[src/rtl/bsearch_probe.sv]
// bsearch_probe: sequential binary-search initiator.
// Presents guesses to a magnitude comparator (guess = operand A), narrows a
// [lo, hi] window from the returned gt/eq/lt flags and reports the located
// value, a not-found outcome, or an error on a malformed flag vector.

module bsearch_probe #(
    parameter int WIDTH = 4,
    parameter int SW    = $clog2(WIDTH + 2)
) (
    input  logic             clk,
    input  logic             rst_n,
    input  logic             start,
    output logic [WIDTH-1:0] guess,
    output logic             guess_vld,
    input  logic             res_vld,
    input  logic [3:0]       flags,
    output logic             done,
    output logic             found,
    output logic             err,
    output logic [WIDTH-1:0] result,
    output logic [SW-1:0]    steps
);

    // Search controller states.
    typedef enum logic [1:0] {
        IDLE  = 2'd0,
        PROBE = 2'd1,
        CALC  = 2'd2,
        DONE  = 2'd3
    } state_t;

    // Classified comparator response.
    typedef enum logic [1:0] {
        RSP_EQ  = 2'd0,
        RSP_GT  = 2'd1,
        RSP_LT  = 2'd2,
        RSP_BAD = 2'd3
    } rsp_t;

    // Window bounds are one bit wider than the guess so that lo can step past
    // the top of the range and hi can never wrap below zero unnoticed.
    localparam logic [WIDTH:0]   LO_INIT  = {(WIDTH+1){1'b0}};
    localparam logic [WIDTH:0]   HI_INIT  = {1'b0, {WIDTH{1'b1}}};
    localparam logic [WIDTH-1:0] MID_INIT = HI_INIT[WIDTH:1];
    localparam logic [WIDTH-1:0] GMIN     = {WIDTH{1'b0}};
    localparam logic [WIDTH-1:0] GMAX     = {WIDTH{1'b1}};
    localparam logic [WIDTH:0]   ONE_EXT  = {{WIDTH{1'b0}}, 1'b1};
    localparam logic [SW-1:0]    ONE_STEP = {{(SW-1){1'b0}}, 1'b1};

    // Exactly one of gt/eq/lt must be set; anything else is malformed.
    // Bit 3 of the flag vector is deliberately not consulted.
    function automatic rsp_t decode_flags(input logic [2:0] f);
        rsp_t r;
        case (f)
            3'b010:  r = RSP_EQ;
            3'b100:  r = RSP_GT;
            3'b001:  r = RSP_LT;
            default: r = RSP_BAD;
        endcase
        return r;
    endfunction

    state_t           state_r;
    logic [WIDTH:0]   lo_r;
    logic [WIDTH:0]   hi_r;

    logic [WIDTH:0]   sum_s;
    logic [WIDTH-1:0] mid_s;
    logic [WIDTH:0]   guess_ext_s;
    logic [WIDTH:0]   hi_dec_s;
    logic [WIDTH:0]   lo_inc_s;
    logic             at_floor_s;
    logic             at_ceil_s;
    logic             window_empty_s;
    rsp_t             rsp_s;
    logic [1:0]       unused_bits_s;

    // Datapath: midpoint, narrowed bounds, boundary and empty-window tests.
    always_comb begin
        sum_s          = lo_r + hi_r;
        mid_s          = sum_s[WIDTH:1];
        guess_ext_s    = {1'b0, guess};
        hi_dec_s       = guess_ext_s - ONE_EXT;
        lo_inc_s       = guess_ext_s + ONE_EXT;
        rsp_s          = decode_flags(flags[2:0]);
        unused_bits_s  = {flags[3], sum_s[0]};
        if (guess == GMIN) begin
            at_floor_s = 1'b1;
        end else begin
            at_floor_s = 1'b0;
        end
        if (guess == GMAX) begin
            at_ceil_s = 1'b1;
        end else begin
            at_ceil_s = 1'b0;
        end
        if (lo_r > hi_r) begin
            window_empty_s = 1'b1;
        end else begin
            window_empty_s = 1'b0;
        end
    end

    // Search FSM with all outputs registered.
    always_ff @(posedge clk or negedge rst_n) begin
        if (!rst_n) begin
            state_r   <= IDLE;
            lo_r      <= LO_INIT;
            hi_r      <= HI_INIT;
            guess     <= {WIDTH{1'b0}};
            guess_vld <= 1'b0;
            done      <= 1'b0;
            found     <= 1'b0;
            err       <= 1'b0;
            result    <= {WIDTH{1'b0}};
            steps     <= {SW{1'b0}};
        end else begin
            case (state_r)
                IDLE: begin
                    done <= 1'b0;
                    if (start) begin
                        lo_r      <= LO_INIT;
                        hi_r      <= HI_INIT;
                        steps     <= {SW{1'b0}};
                        found     <= 1'b0;
                        err       <= 1'b0;
                        guess     <= MID_INIT;
                        guess_vld <= 1'b1;
                        state_r   <= PROBE;
                    end else begin
                        guess_vld <= 1'b0;
                    end
                end
                PROBE: begin
                    // Guess is frozen here until the responder answers.
                    if (res_vld) begin
                        steps     <= steps + ONE_STEP;
                        guess_vld <= 1'b0;
                        case (rsp_s)
                            RSP_EQ: begin
                                found   <= 1'b1;
                                result  <= guess;
                                done    <= 1'b1;
                                state_r <= DONE;
                            end
                            RSP_GT: begin
                                if (at_floor_s) begin
                                    done    <= 1'b1;
                                    state_r <= DONE;
                                end else begin
                                    hi_r    <= hi_dec_s;
                                    state_r <= CALC;
                                end
                            end
                            RSP_LT: begin
                                if (at_ceil_s) begin
                                    done    <= 1'b1;
                                    state_r <= DONE;
                                end else begin
                                    lo_r    <= lo_inc_s;
                                    state_r <= CALC;
                                end
                            end
                            default: begin
                                err     <= 1'b1;
                                found   <= 1'b0;
                                done    <= 1'b1;
                                state_r <= DONE;
                            end
                        endcase
                    end else begin
                        guess_vld <= 1'b1;
                    end
                end
                CALC: begin
                    // An inconsistent responder can empty the window.
                    if (window_empty_s) begin
                        done    <= 1'b1;
                        state_r <= DONE;
                    end else begin
                        guess     <= mid_s;
                        guess_vld <= 1'b1;
                        state_r   <= PROBE;
                    end
                end
                DONE: begin
                    done      <= 1'b0;
                    guess_vld <= 1'b0;
                    state_r   <= IDLE;
                end
                default: begin
                    done      <= 1'b0;
                    guess_vld <= 1'b0;
                    state_r   <= IDLE;
                end
            endcase
        end
    end

endmodule
[config.mk]
export PLATFORM = sky130hd
export DESIGN_NAME = bsearch_probe
export DESIGN_NICKNAME = d
export VERILOG_FILES = /design/src/rtl/bsearch_probe.sv
export SDC_FILE = /design/constraint.sdc
export NUM_CORES = 1
export LEC_CHECK = 0
export BUFFER_PORTS_ARGS = -buffer_cell sky130_fd_sc_hd__buf_2
export CORE_ASPECT_RATIO = 0.8
export CORE_UTILIZATION = 45
export DETAILED_ROUTE_END_ITERATION = 12
export GPL_ROUTABILITY_DRIVEN = 0
export HOLD_SLACK_MARGIN = 0.03
export PLACE_DENSITY = 0.65
export SETUP_SLACK_MARGIN = 0.02
export SLEW_MARGIN = 0
export SYNTH_ARGS = -nofsm -noshare
export SYNTH_HDL_FRONTEND = slang
export SYNTH_SLANG_ARGS = --single-unit
[constraint.sdc]
create_clock -name clk -period 2.6 [get_ports clk]
set_clock_uncertainty 0.2 [all_clocks]
set_input_delay 0.52 -clock clk [delete_from_list [all_inputs] [get_ports clk]]
set_output_delay 0.52 -clock clk [all_outputs]
set_load 0.02 [all_outputs]
======== Word-level counts from Yosys, hierarchy flattened ========
Index checks and enable logic that the tools add are counted.
operators by class
  $add $sub $neg .......................... 4
  order comparisons ....................... 1
  equality and inequality tests ........... 21
  multiplexer cells ....................... 44
  reduce and logical (&&, ||, !) cells .... 17
operators by type and width
  kind                   number
  $mux W5                8
  $pmux W5 S2            2
  $mux W1                16
  $ne A2 B2 Y1 const B   8
  $reduce_and A4 Y1      3
  $pmux W1 S2            5
  $reduce_and A5 Y1      2
  $reduce_and A3 Y1      3
  $mux W4                2
  $pmux W2 S4            1
  $pmux W4 S2            1
  $eq A2 B2 Y1 const B   3
  $mux W2                3
  $mux W3                2
  $ne A3 B3 Y1 const B   2
  $pmux W2 S3            1
  $pmux W3 S2            1
  $add A4 B1 Y5 const B  1
  $add A5 B5 Y5          1
  $gt A5 B5 Y1           1
  $sub A4 B1 Y5 const B  1
  $eq A2 B1 Y1 const B   2
  $eq A4 B4 Y1 const B   1
  $logic_not A2 Y1       2
  12 further kinds       15
storage, ports and cells
  register bits ........................... 27
  input bits .............................. 8
  logic and storage cells ................. 97

======== Depth between registers and ports, before layout ========
Gate-level depths: netlist of the first run.
  depth in word-level cells ............... 7
  depth in mapped cells ................... 9
  mapped depth without buffers ............ 9

======== Least setup slack after synthesis of the first run ========
No wires, ideal clock.
  path kind ............................... reg2reg
  from .................................... register hi_r[1]
  to ...................................... register done
  setup time .............................. 0.125 ns
  arrival time ............................ 1.771 ns
  setup slack ............................. 0.505 ns
  cell stages (with the launch flop) ...... 8
  path buffers ............................ 0
  path through ............................ dfstp_2 inv_1 ha_1 nor2b_1 o31ai_1 a21oi_1 a2bb2oi_1 mux2_2
on the way
  cells in the longest elaborated chain, start to end .. 4
RTL lines
  item                                line  text
  from (decl)                         65    logic [WIDTH:0] hi_r;
  from (signal assigned)              151   hi_r <= hi_dec_s;
  $gt A5 B5 Y1                        97    if (lo_r > hi_r) begin
  $mux W1                             97
  $ne A2 B2 Y1 (no source line)       --
  $reduce_and A4 Y1 (no source line)  --
  to (signal assigned)                112   done <= 1'b0;
  to (signal assigned)                120   done <= 1'b0;
  to (signal assigned)                143   done <= 1'b1;
  to (decl)                           17    output logic done,
Every way passes these cells.
A chain may end at the register's enable or synchronous reset.

======== Worst setup path in the final report of the first run ========
  from .................................... register hi_r[1]
  to ...................................... register guess[2]
on the way
  cells in the longest elaborated chain, start to end .. 4
RTL lines
  item                                line  text
  $gt A5 B5 Y1                        97
  $mux W1                             97
  $ne A2 B2 Y1 (no source line)       --
  $reduce_and A3 Y1 (no source line)  --
  to (signal assigned)                110   guess <= {WIDTH{1'b0}};
  to (signal assigned)                181   guess <= mid_s;
  to (decl)                           13    output logic [WIDTH-1:0] guess,
Several ways; a longest one is shown, not always the timed one. The select of a mux whose other input is x is not followed.

==> impl_metrics.toml, run 1 <==
[clock_network]
cts_setup_buffers = 0
clock-sinks = 27
tritoncts = "built"
root_buffer = "clkbuf_8"
cts.repair.resized = 0
cts_buffer_depth = 2
cts_buffers = 3
clkSlewWorstSetupHoldPaths_ns = 0.09
ctsHoldBuffers = 0
htree_levels = 1
clock_latency_ns = 0.27

[drt]
drc = 0
postRouteWirelength_um = 3800
drt-wirelength-per-cell_um = 15.4
drt_iter0_markers = 127
firstDrtPassIters = 6
final_antenna_net_count = 0
vias = 1395
routed_via_density = 5.65

[flow_run]
maxCapViolCount = 0

[global_route]
antenna_found_initial = 0
track_usage_pct = 20.9
grt_pass1_vias = 1326
grt_pass1_wl_um = 6480
grt-ovfl-total = 0
grt_max_degree = 28

[timing]
fmax_ghz = 0.430
slew_viol_final = 0
setup_viol = 0
post-route-period-util_pct = 89.5
worstMarginPinSlew_ns = 0.607
tns_ns = 0
rsz0062_at_grt = "no"
relSlewSlack_pct = 59.5
hold_viol = 0
min_period_ns = 2.33

[placement]
io_buffers = 21
hpwl_um = 2970
placed_area_um2 = 1870

[logic_synthesis]
synth_top_family_by_area = "compound AO/OA/AOI/OAI gates"
synth_area_leaders = "dfrtp_1 34%, ha_1 13%, dfstp_2 6.2%"
syn_inst = 181
synth_top_area_share_pct = 33.7
synth_most_common_cell = "dfrtp_1"
synth.cell_area_um2 = 1710
synthXorXnorAreaFrac_pct = 4.11
synthMuxAreaShare_pct = 4.47
synth_edf_count = 0
seq_area_frac_synth_pct = 39.9
yosysUniqueCellTypes = 41
async_flop_share_pct = 100
synthAdderAreaFrac_pct = 14.4
synth_seq_cells = 27
synth_warnings = 0
yosys.area_share.simple_pct = 14.0
syn_area_per_cell_um2 = 9.43
yosys.area.top_type = "dfrtp_1"
synth_compound_area_share_pct = 17.4
synth_fp_nets = 208
synth_ff_type = "dfrtp_1"
synth_commonest_cells = "23 x dfrtp_1, 21 x inv_1, 18 x ha_1"

[critical_path]
crit_path_start_kind = "flop"
end_kind = "flop"
cp.required_ns = 2.54
worstReg2RegStart = "hi_r[1]$_DFFE_PN1P_"
rrSetupSlack_ns = 0.27
crit_arrival_ns = 2.27
cp_max_fo = 5
r2r_cells = 7
crit_start = "hi_r[1]$_DFFE_PN1P_"
cp-endpoint = "guess[2]$_DFFE_PN0P_"
worstReg2RegEnd = "guess[2]$_DFFE_PN0P_"
critPathKind = "reg -> reg"

[power_and_ir_drop]
peakVddDrop_v = 0.000511
total_power_uw = 1980
p_leak_uw = 0.000921
p_per_area_nw_per_um2 = 1030

[floorplanning]
die_h_um = 57.1
placementRows = 19
core-area_um2 = 3520
ios = 23
initial_core_util_pct = 48.5
dieArea_um2 = 4040
die_w_um = 70.9

[layout]
finalInstanceArea_um2 = 1920
postLayoutCoreUtil_pct = 54.6
nets = 233
drive_gt1_share_pct = 19.5
areaGrowthSynthToFinish_pct = 12.5
num_antenna_cells = 0

[run_status]
status = "completed"

[min_path]
hold_class = "in -> async"
[cells in the final DEF, fill, tap and decap left out, types with 3 or more instances in the layout]
master | netlist | routed
mux2_2 | 5 | 5
a21oi_1 | 13 | 13
o21ai_0 | 8 | 8
ha_1 | 18 | 18
buf_2 | 1 | 21
buf_4 | 0 | 4
inv_1 | 21 | 21
clkbuf_8 | 0 | 3
a31oi_1 | 8 | 8
nor3_1 | 3 | 3
nand3_1 | 3 | 3
dfrtp_1 | 23 | 23
xnor2_1 | 6 | 6
dfstp_2 | 4 | 4
nor2_1 | 16 | 16
and2_1 | 3 | 3
nand2_1 | 12 | 12
[per-layer routing]
layer	wire length, um	vias to the layer above	GRT usage (%)
li1	-	674	-
met1	1760	682	29.2
met2	1810	37	34.5
met3	215	2	3.89
met4	19	0	3.71
met5	0	-	0
[worst min-delay path by stage]
stage               slack (ns)  cells past startpoint                    end
detailed placement        0.28                      2        err$_DFFE_PN0P_
finish                    0.05                      1   guess[1]$_DFFE_PN0P_
floorplan                 0.02                      0       done$_DFFE_PN0P_
CTS                       0.06                      1   guess[1]$_DFFE_PN0P_
global route              0.09                      1   guess[1]$_DFFE_PN0P_
global placement          0.27                      2  guess_vld$_DFFE_PN0N_
[state kept, by name (all words and copies together) (netlist names)]
signal     flops
done           1
guess          4
lo_r           5
result         4
state_r        2
err            1
steps          3
guess_vld      1
hi_r           5
found          1
[through the flow]
step / instances / hold slack, ns / worst slack (ns)
5_1_grt: 247 / 0.0947 / 0.164
4_1_cts: 247 / 0.0618 / 0.290
3_3_place_gp: 243 / 0.273 / 0.356
2_1_floorplan: 181 / 0.0244 / 0.505
3_5_place_dp: 243 / 0.282 / 0.299
6_report: 247 / 0.0471 / 0.272
[cell type report]
| class | instances | area (um2) |
|---|---|---|
| multi-input combinational | 128 | 927 |
| fill | 327 | 1600 |
| inverter | 21 | 78.8 |
| tap | 42 | 52.6 |
| sequential | 27 | 681 |
| clock buffer | 3 | 41.3 |
| timing repair buffer | 25 | 135 |
| clock inverter | 1 | 5.00 |
[critical path, stage by stage, from the launching register on]
cell and delay [ns]:
dfstp_2 0.55, inv_1 0.07, ha_1 0.29, nor2b_1 0.14, o31ai_1 0.37, a21oi_1 0.21
nor2_1 0.24, a31oi_1 0.13
[report_power, final]
group          total (uW)  internal (uW)  switching (uW)
registers             698            574             124
logic                1050            411             635
clock network         237            107             130
[cells by family (layout without fill, tap and decap cells)]
family / after synthesis / count (layout)
fa+ha+maj: 19 / 19
simple gates: 48 / 48
xor+xnor: 8 / 8
compound gates: 46 / 46
flops: 27 / 27
buf+inv: 26 / 50
mux: 7 / 7
No activity file was read; power rests on OpenSTA's default activity.
==> inputs of run 2 (changes only) <==
--- a/config.mk
+++ b/config.mk
@@ -5,6 +5,7 @@
 export SDC_FILE = /design/constraint.sdc
 export NUM_CORES = 1
 export LEC_CHECK = 0
+export ABC_AREA = 1
 export BUFFER_PORTS_ARGS = -buffer_cell sky130_fd_sc_hd__buf_2
 export CORE_ASPECT_RATIO = 0.8
 export CORE_UTILIZATION = 45
==> run 2 against run 1 <==
Net effect: the run now ends with design-rule violations left; clock power grew 2%; register-to-register slack gained 0.29 ns; wire length shrank 8.8%; final area grew 0.13%; fmax grew 14%; critical path depth grew 2; worst setup slack gained 0.29 ns; worst hold slack is essentially flat; total power grew 21%; core utilization shrank 0.66 points; combinational power grew 32%; largest cell class unchanged.
==> impl_metrics.toml, run 2 <==
[global_route]
grt_pass1_vias = 1293
track_usage_pct = 19.0
grt_max_degree = 28
grt-ovfl-total = 0
antenna_found_initial = 0
grt_pass1_wl_um = 5950

[clock_network]
htree_levels = 1
clkSlewWorstSetupHoldPaths_ns = 0.09
cts.repair.resized = 0
cts_buffer_depth = 2
cts_buffers = 3
tritoncts = "built"
clock-sinks = 27
cts_setup_buffers = 0
ctsHoldBuffers = 0
clock_latency_ns = 0.27
root_buffer = "clkbuf_8"

[logic_synthesis]
synth_most_common_cell = "nand2_1"
synth_ff_type = "dfrtp_1"
synth_fp_nets = 243
async_flop_share_pct = 100
yosysUniqueCellTypes = 28
synth_edf_count = 0
syn_area_per_cell_um2 = 8.02
seq_area_frac_synth_pct = 39.3
synth_top_area_share_pct = 33.2
synth_area_leaders = "dfrtp_1 33%, ha_1 13%, nand2_1 11%"
synth_seq_cells = 27
syn_inst = 216
yosys.area.top_type = "dfrtp_1"
synth_warnings = 0
synth_commonest_cells = "50 x nand2_1, 31 x inv_1, 23 x dfrtp_1"
synth.cell_area_um2 = 1730

[timing]
fmax_ghz = 0.490
hold_viol = 0
relSlewSlack_pct = 59.2
rsz0062_at_grt = "no"
setup_viol = 0
min_period_ns = 2.04
worstMarginPinSlew_ns = 0.612
slew_viol_final = 0
post-route-period-util_pct = 78.5
tns_ns = 0

[critical_path]
max_stage_delay_ns = 0.41
r2r_cells = 9
crit_buf_inv = 3
crit_arrival_ns = 2.01
cp_slowest_cell = "dfrtp_1"
path_cells = "inv_1, ha_1, nor2_1, nor2_4, inv_4, a21oi_4, inv_2, nand2_1, o21ai_2"
cp.depth = 9
cpLargestDelayFamily = "flip-flops"
end_kind = "flop"
crit_path_start_kind = "flop"
cp_max_fo = 8
cp.required_ns = 2.56
critPathKind = "reg -> reg"

[floorplanning]
dieArea_um2 = 4100
placementRows = 19
core-area_um2 = 3570
die_h_um = 57.5
die_w_um = 71.4
initial_core_util_pct = 48.6
ios = 23

[drt]
drt_iter0_markers = 79
final_antenna_net_count = 0
drt-wirelength-per-cell_um = 12.3
vias = 1425
drc = 2
postRouteWirelength_um = 3470
routed_via_density = 5.07
firstDrtPassIters = 8

[layout]
layout_common_cells = "50 x nand2_1, 31 x inv_1, 23 x dfrtp_1"
final_common_cell = "nand2_1"
regArea_um2 = 681
areaGrowthSynthToFinish_pct = 11.0
multiInputGateArea_um2 = 901
fill_cells = 343
num_antenna_cells = 0
drive_gt1_share_pct = 17.6
postLayoutCoreUtil_pct = 53.9
nets = 267
reg_top3 = "hi_r x5, lo_r x5"

[power_and_ir_drop]
peakVddDrop_v = 0.000526
p_leak_uw = 0.00102
p_per_area_nw_per_um2 = 1240

[run_status]
status = "complete, but fails checks"
violations = "design-rule violations"

[placement]
io_buffers = 21
hpwl_um = 2680

[min_path]
hold_class = "in -> async"

[flow_run]
maxCapViolCount = 0
-- run 2: power breakdown --
group / total [uW] / switching, uW / internal, uW
combinational: 1390 / 905 / 483
clock: 241 / 133 / 108
sequential: 763 / 148 / 615
total: 2390 / 1190 / 1210
-- run 2: kinds of logic after synthesis --
| kind of cell | count (synthesis) | share of synthesized area (%) |
|---|---|---|
| and+or+nand+nor | 93 | 24.1 |
| xor gates and xnor gates | 1 | 0.506 |
| adders and majority gates | 19 | 14.2 |
| AOI/OAI and AO/OA | 39 | 13.2 |
| DFF | 27 | 39.3 |
| buffers and inverters | 37 | 8.74 |
-- run 2: layout make-up --
class,instances,area share [%]
Clock inverter,1,0.260
Timing Repair Buffer,22,5.86
Clock buffer,3,2.15
Sequential cell,27,35.4
Tap cell,42,2.73
Multi-Input combinational cell,152,46.8
Inverter,34,6.77
-- run 2: final timing paths --
path	slack [ns]	from	endpoint
worst max-delay path	0.56	state_r[1]$_DFFE_PN0P_	lo_r[2]$_DFFE_PN0P_
worst min-delay path	0.05	rst_n	guess[1]$_DFFE_PN0P_
worst max register to register	0.56	state_r[1]$_DFFE_PN0P_	lo_r[2]$_DFFE_PN0P_
worst min register to register	0.29	result[0]$_DFFE_PN0P_	result[0]$_DFFE_PN0P_
max in group asynchronous	1.76	rst_n	lo_r[2]$_DFFE_PN0P_
min in group clk	0.29	result[0]$_DFFE_PN0P_	result[0]$_DFFE_PN0P_
-- run 2: worst reg2reg max path, stage by stage (launching register included) --
cell and delay [ns]:
dfrtp_1 0.41, inv_1 0.16, ha_1 0.37, nor2_1 0.12, nor2_4 0.18, inv_4 0.08
a21oi_4 0.17, inv_2 0.10, nand2_1 0.09, o21ai_2 0.05
-- run 2: per-stage QoR --
stage / cell area [um2] / setup slack (ns) / power, uW / instances / hold WS, ns
floorplan: 1730 / 0.770 / 1820 / 216 / 0.0244
global placement: 1880 / 0.568 / 2140 / 277 / 0.270
detailed placement: 1880 / 0.517 / 2160 / 277 / 0.278
CTS: 1920 / 0.556 / 2410 / 281 / 0.0683
global route: 1920 / 0.407 / 2640 / 281 / 0.0937
finish: 1920 / 0.559 / 2390 / 281 / 0.0468
-- run 2: metal layers --
metal | up-vias | part of all wire [%] | global-route usage [%]
met5 | - | 0 | 0
met1 | 644 | 56 | 28.4
met4 | 0 | 0.78 | 4.29
met2 | 37 | 39 | 27.8
met3 | 4 | 4.5 | 4.59
li1 | 740 | - | -
